--- src/rtl/prog_rst_pkg.sv ---
// Shared types and output reset values for the programming-reset controller.
package prog_rst_pkg;

  typedef enum logic [1:0] {
    IDLE     = 2'd0,
    DEBOUNCE = 2'd1,
    PROG     = 2'd2,
    RELEASE  = 2'd3
  } prog_fsm_e;

  localparam logic PROG_RST_RST = 1'b1;
  localparam logic LD_EN_RST    = 1'b0;
  localparam logic BUSY_RST     = 1'b0;
  localparam logic TIMEOUT_RST  = 1'b0;

endpackage

--- src/rtl/rst_sync_2ff.sv ---
// Two-flop synchronizer for a single asynchronous level, with a selectable reset value.
module rst_sync_2ff #(
  parameter logic RstVal = 1'b1
) (
  input  logic clk_i,
  input  logic rst_ni,
  input  logic d_i,
  output logic q_o
);

  logic [1:0] sync_q;
  logic [1:0] sync_d;

  always_comb begin
    sync_d = {sync_q[0], d_i};
  end

  always_ff @(posedge clk_i or negedge rst_ni) begin
    if (!rst_ni) begin
      sync_q <= {2{RstVal}};
    end else begin
      sync_q <= sync_d;
    end
  end

  assign q_o = sync_q[1];

endmodule

--- src/rtl/prog_rst_ctrl.sv ---
// Debounces the programming request pin and holds prog_rst_no low while the loader runs.
// Optional forced release after TimeoutCnt PROG cycles when PROG_TIMEOUT_EN is defined.
module prog_rst_ctrl
  import prog_rst_pkg::*;
#(
  parameter int unsigned DebounceCnt = 1000,
  parameter int unsigned HoldMin     = 16
`ifdef PROG_TIMEOUT_EN
  ,
  parameter int unsigned TimeoutCnt  = 1048576
`endif
) (
  input  logic clk_i,
  input  logic rst_ni,
  input  logic prog_btn_ni,
  input  logic ld_done_i,
  input  logic ld_err_i,
  output logic prog_rst_no,
  output logic ld_en_o,
  output logic busy_o,
  output logic timeout_o
);

  localparam int unsigned DebW = $clog2(DebounceCnt);
  localparam int unsigned HoldW = (HoldMin > 1) ? $clog2(HoldMin) : 1;
  localparam logic [DebW-1:0]  DebLast  = DebW'(DebounceCnt - 1);
  localparam logic [HoldW-1:0] HoldLast = HoldW'(HoldMin - 1);

  logic btn_s;

  prog_fsm_e        state_q, state_d;
  logic [DebW-1:0]  deb_cnt_q, deb_cnt_d;
  logic [HoldW-1:0] hold_cnt_q, hold_cnt_d;
  logic             done_q, done_d;
  logic             err_blank;
  logic             done_seen;
  logic             prog_rst_q, prog_rst_d;
  logic             ld_en_q, ld_en_d;
  logic             busy_q, busy_d;

`ifdef PROG_TIMEOUT_EN
  localparam int unsigned ToW = $clog2(TimeoutCnt);
  localparam logic [ToW-1:0] ToLast = ToW'(TimeoutCnt - 1);
  logic [ToW-1:0] to_cnt_q, to_cnt_d;
  logic           timeout_q, timeout_d;
`endif

  rst_sync_2ff #(
    .RstVal(1'b1)
  ) u_btn_sync (
    .clk_i (clk_i),
    .rst_ni(rst_ni),
    .d_i   (prog_btn_ni),
    .q_o   (btn_s)
  );

  // Next-state, counter and registered-output decode
  always_comb begin
    state_d    = state_q;
    deb_cnt_d  = deb_cnt_q;
    hold_cnt_d = hold_cnt_q;
    done_d     = done_q;
    err_blank  = 1'b0;
    done_seen  = done_q | ld_done_i;
`ifdef PROG_TIMEOUT_EN
    to_cnt_d   = to_cnt_q;
    timeout_d  = timeout_q;
`endif

    unique case (state_q)
      IDLE: begin
        if (!btn_s) begin
          state_d   = DEBOUNCE;
          deb_cnt_d = '0;
        end
      end
      DEBOUNCE: begin
        if (btn_s) begin
          state_d = IDLE;
        end else if (deb_cnt_q == DebLast) begin
          state_d    = PROG;
          hold_cnt_d = '0;
          done_d     = 1'b0;
`ifdef PROG_TIMEOUT_EN
          to_cnt_d   = '0;
          timeout_d  = 1'b0;
`endif
        end else begin
          deb_cnt_d = deb_cnt_q + DebW'(1);
        end
      end
      PROG: begin
        if (hold_cnt_q != HoldLast) begin
          hold_cnt_d = hold_cnt_q + HoldW'(1);
        end
`ifdef PROG_TIMEOUT_EN
        if (to_cnt_q != ToLast) begin
          to_cnt_d = to_cnt_q + ToW'(1);
        end
`endif
        // An error restarts the load: drop any remembered done and blank the enable
        if (ld_err_i) begin
          done_d    = 1'b0;
          err_blank = 1'b1;
        end else begin
          done_d = done_seen;
          if (done_seen && (hold_cnt_q == HoldLast)) begin
            state_d = RELEASE;
          end
`ifdef PROG_TIMEOUT_EN
          else if (to_cnt_q == ToLast) begin
            state_d   = RELEASE;
            timeout_d = 1'b1;
          end
`endif
        end
      end
      RELEASE: begin
        if (btn_s) begin
          state_d = IDLE;
        end
      end
      default: begin
        state_d = IDLE;
      end
    endcase

    prog_rst_d = (state_d != PROG);
    ld_en_d    = (state_d == PROG) && !err_blank;
    busy_d     = (state_d != IDLE);
  end

  always_ff @(posedge clk_i or negedge rst_ni) begin
    if (!rst_ni) begin
      state_q    <= IDLE;
      deb_cnt_q  <= '0;
      hold_cnt_q <= '0;
      done_q     <= 1'b0;
      prog_rst_q <= PROG_RST_RST;
      ld_en_q    <= LD_EN_RST;
      busy_q     <= BUSY_RST;
    end else begin
      state_q    <= state_d;
      deb_cnt_q  <= deb_cnt_d;
      hold_cnt_q <= hold_cnt_d;
      done_q     <= done_d;
      prog_rst_q <= prog_rst_d;
      ld_en_q    <= ld_en_d;
      busy_q     <= busy_d;
    end
  end

`ifdef PROG_TIMEOUT_EN
  always_ff @(posedge clk_i or negedge rst_ni) begin
    if (!rst_ni) begin
      to_cnt_q  <= '0;
      timeout_q <= TIMEOUT_RST;
    end else begin
      to_cnt_q  <= to_cnt_d;
      timeout_q <= timeout_d;
    end
  end

  assign timeout_o = timeout_q;
`else
  assign timeout_o = TIMEOUT_RST;
`endif

  assign prog_rst_no = prog_rst_q;
  assign ld_en_o     = ld_en_q;
  assign busy_o      = busy_q;

endmodule

--- config.mk ---
export PLATFORM = sky130hd
export DESIGN_NAME = prog_rst_ctrl
export DESIGN_NICKNAME = d
export VERILOG_FILES = /design/src/rtl/prog_rst_pkg.sv /design/src/rtl/rst_sync_2ff.sv /design/src/rtl/prog_rst_ctrl.sv
export SDC_FILE = /design/constraint.sdc
export NUM_CORES = 1
export LEC_CHECK = 0
export ABC_AREA = 1
export CORE_UTILIZATION = 65
export CTS_CLUSTER_SIZE = 30
export DETAILED_ROUTE_END_ITERATION = 10
export DONT_BUFFER_PORTS = 1
export PLACE_DENSITY = 0.81
export SLEW_MARGIN = 20
export SYNTH_ARGS = -nofsm -noshare
export SYNTH_HDL_FRONTEND = slang
export SYNTH_SLANG_ARGS = --single-unit
--- constraint.sdc ---
create_clock -name clk_i -period 2.81 [get_ports clk_i]
set_clock_uncertainty 0.1 [all_clocks]
set_input_delay 0.7025 -clock clk_i [delete_from_list [all_inputs] [get_ports clk_i]]
set_output_delay 0.7025 -clock clk_i [all_outputs]
set_load 0.01 [all_outputs]
==> flow_summary.json <==
{
  "timing.rr.end": "deb_cnt_q[4]",
  "cell_row_count": 15,
  "cts_htree_levels": 1,
  "p_leak_nw": 0.593,
  "critical_path.endpoint_type": "primary output",
  "finalMaxSlewViolations": 0,
  "clock_latency_ps": 300,
  "drive_gt1_share_pct": 10.3,
  "grt_pass1_wl_mm": 3.84,
  "reg2reg_slack_ps": 1200,
  "worst_ep_required_time_ps": 2010,
  "floorplan.core_area_mm2": 0.00175,
  "antenna-diode-count": 0,
  "postSynthRegisterBits": 22,
  "peak_ir_drop_on_the_vdd_network_uv": 355,
  "grt_start_max_net_pins": 20,
  "setup.worst_path.start_class": "register",
  "place_worst_setup_slack_ps": 1170,
  "route.final.wire_length_mm": 2.23,
  "sequential_cell_area_um2": 554,
  "netlist_instances": 155,
  "final_nets": 164,
  "report.power.total_w": 0.000545,
  "cts.sinks": 22,
  "synth.avg_cell_area_um2": 7.94,
  "max_freq_ghz": 0.603,
  "viasPerCell": 5.36,
  "worst_r2r_path_depth": 8,
  "track_usage_pct": 25.9,
  "yosys.area.top_type_share_pct": 38.6,
  "status": "complete, no violations",
  "slew_headroom_pct": 44.1,
  "hold_violations": 0,
  "worst-slew-pin-transition_ps": 836,
  "gpl.final_weighted_congestion": 0.871,
  "cap_viol_max_count": 0,
  "arrival_ps": 860,
  "routedWlPerCell_um": 12.3,
  "layout.filler_cells": 147,
  "layout_worst_path_cycle_share_pct": 59.0,
  "finalSetupViolCount": 0,
  "drt-pass1-iter-count": 4,
  "cts-root-to-sink-buffers": 2,
  "yosys_warnings": 0,
  "dpl.hpwl_mm": 1.64,
  "min_path_type": "in2async",
  "clk_pin_slew_worst_paths_ps": 110,
  "multiInputGateArea_um2": 557,
  "cp_num_cells": 0,
  "detail-route-antenna-nets": 0,
  "pwr_density_cell_mw_per_mm2": 432,
  "total_via_count_after_detailed_routing": 970,
  "port_buffers": 0,
  "die-area_mm2": 0.00207,
  "synthesis.area_mm2": 0.00123,
  "floorplan.initialDensity_pct": 70.5,
  "numCtsBuffers": 3,
  "path_class": "reg2out",
  "layout.core_utilization_pct": 72.3,
  "cts_setup_buffers": 0,
  "cts_hold_buffers": 1,
  "r2r-start": "deb_cnt_q[0]",
  "post_cts.resized_instances": 0,
  "netlist.top_cell.by_area": "sky130_fd_sc_hd__dfrtp_1",
  "clock_tree.root_cell": "sky130_fd_sc_hd__clkbuf_4",
  "cts_tree": "yes",
  "synth.yosys.seq_area_share_pct": 45.0,
  "grt_setup_unrepaired": "no",
  "crit_fanout": 1,
  "antenna_found_initial": 0,
  "pin_count": 9,
  "drc": 0,
  "final_critical_path_setup_slack_ps": 1150,
  "timing.hold.ws_ps": 136,
  "starting_drt_drc_count": 21,
  "synth_fp_nets": 162,
  "ys_top_cells_by_area": "sky130_fd_sc_hd__dfrtp_1 (39%), sky130_fd_sc_hd__nand2_1 (13%), sky130_fd_sc_hd__dfstp_2 (6.4%), sky130_fd_sc_hd__nand3_1 (6.1%), sky130_fd_sc_hd__inv_1 (5.8%)",
  "min_period_ps": 1660,
  "die_height_um": 45.5,
  "synthToLayoutAreaGrowth_pct": 2.44,
  "fin_setup_tns_ps": 0,
  "via_count_of_the_first_global_routing_pass": 944,
  "grt_overflow_total": 0,
  "die_width_um": 45.5,
  "synth.distinct_cells": 26
}
-- layout make-up --
type                    instances  area share, %
multi-input cells             107           44.1
flip-flops and latches         22           43.9
inverters                      22           6.55
well taps                      25           2.48
clock buffers                   4           2.08
repair buffers                  1          0.794
-- logic make-up after synthesis --
kind of cell	after synthesis	synth area share, %
simple gates	83	31.8
buf+inv	26	9.76
flops	22	45.0
compound gates	16	7.42
xor+xnor	4	2.85
fa+ha+maj	2	2.03
other cells	1	0.305
mux	1	0.813
-- through the flow --
stage | std cells | instance area, um^2
global placement | 176 | 1220
detailed placement | 176 | 1220
CTS | 181 | 1260
finish | 181 | 1260
floorplan | 155 | 1230
global route | 181 | 1260
-- placed cells by master (no fill, tap or decap), drive strengths merged, types with 2 or more instances in the layout --
cell	count
clkbuf	4
dfrtp	19
dfstp	3
ha	2
inv	22
nand2	43
nand3	17
nand4	5
nor2	16
o21ai	11
o21bai	3
xor2	3
-- synth_stat cells (all sizes together) --
cell type / n
nand3: 17
buf: 4
dfrtp: 19
nand4: 5
nor2: 16
o211ai: 1
dfstp: 3
mux2i: 1
o21ai: 11
o22ai: 1
xnor2: 1
nor3: 1
inv: 22
nand2: 43
ha: 2
o21bai: 3
or2: 1
xor2: 3
conb: 1
-- report_power, final --
part           internal, W  switching (W)
Combinational    0.0000163      0.0000419
Sequential        0.000330      0.0000133
Clock            0.0000553      0.0000883
-- routing by layer --
metal	GRT usage, %	routed length (um)	up-vias
met5	0	0	-
met4	9.09	28	0
met3	2.38	54	6
met2	46.6	1130	13
met1	32.2	1010	456
li1	-	-	495
-- sequential cells by signal, indices dropped and copies added (netlist names) --
name / flops
ld_en_o: 1
u_btn_sync.sync_q: 2
prog_rst_no: 1
deb_cnt_q: 10
done_q: 1
hold_cnt_q: 4
state_q: 2
busy_o: 1
-- worst max-delay path by stage --
stage | from | to | slack [ps]
2_1_floorplan | ld_done_i | busy_o | 1310
3_3_place_gp | ld_done_i | busy_o | 1240
3_5_place_dp | ld_done_i | ld_en_o | 1170
4_1_cts | prog_rst_no | prog_rst_no | 1140
5_1_grt | deb_cnt_q[0] | deb_cnt_q[3] | 1050
6_report | prog_rst_no | prog_rst_no | 1150
Power figures use the tool's default switching activity.
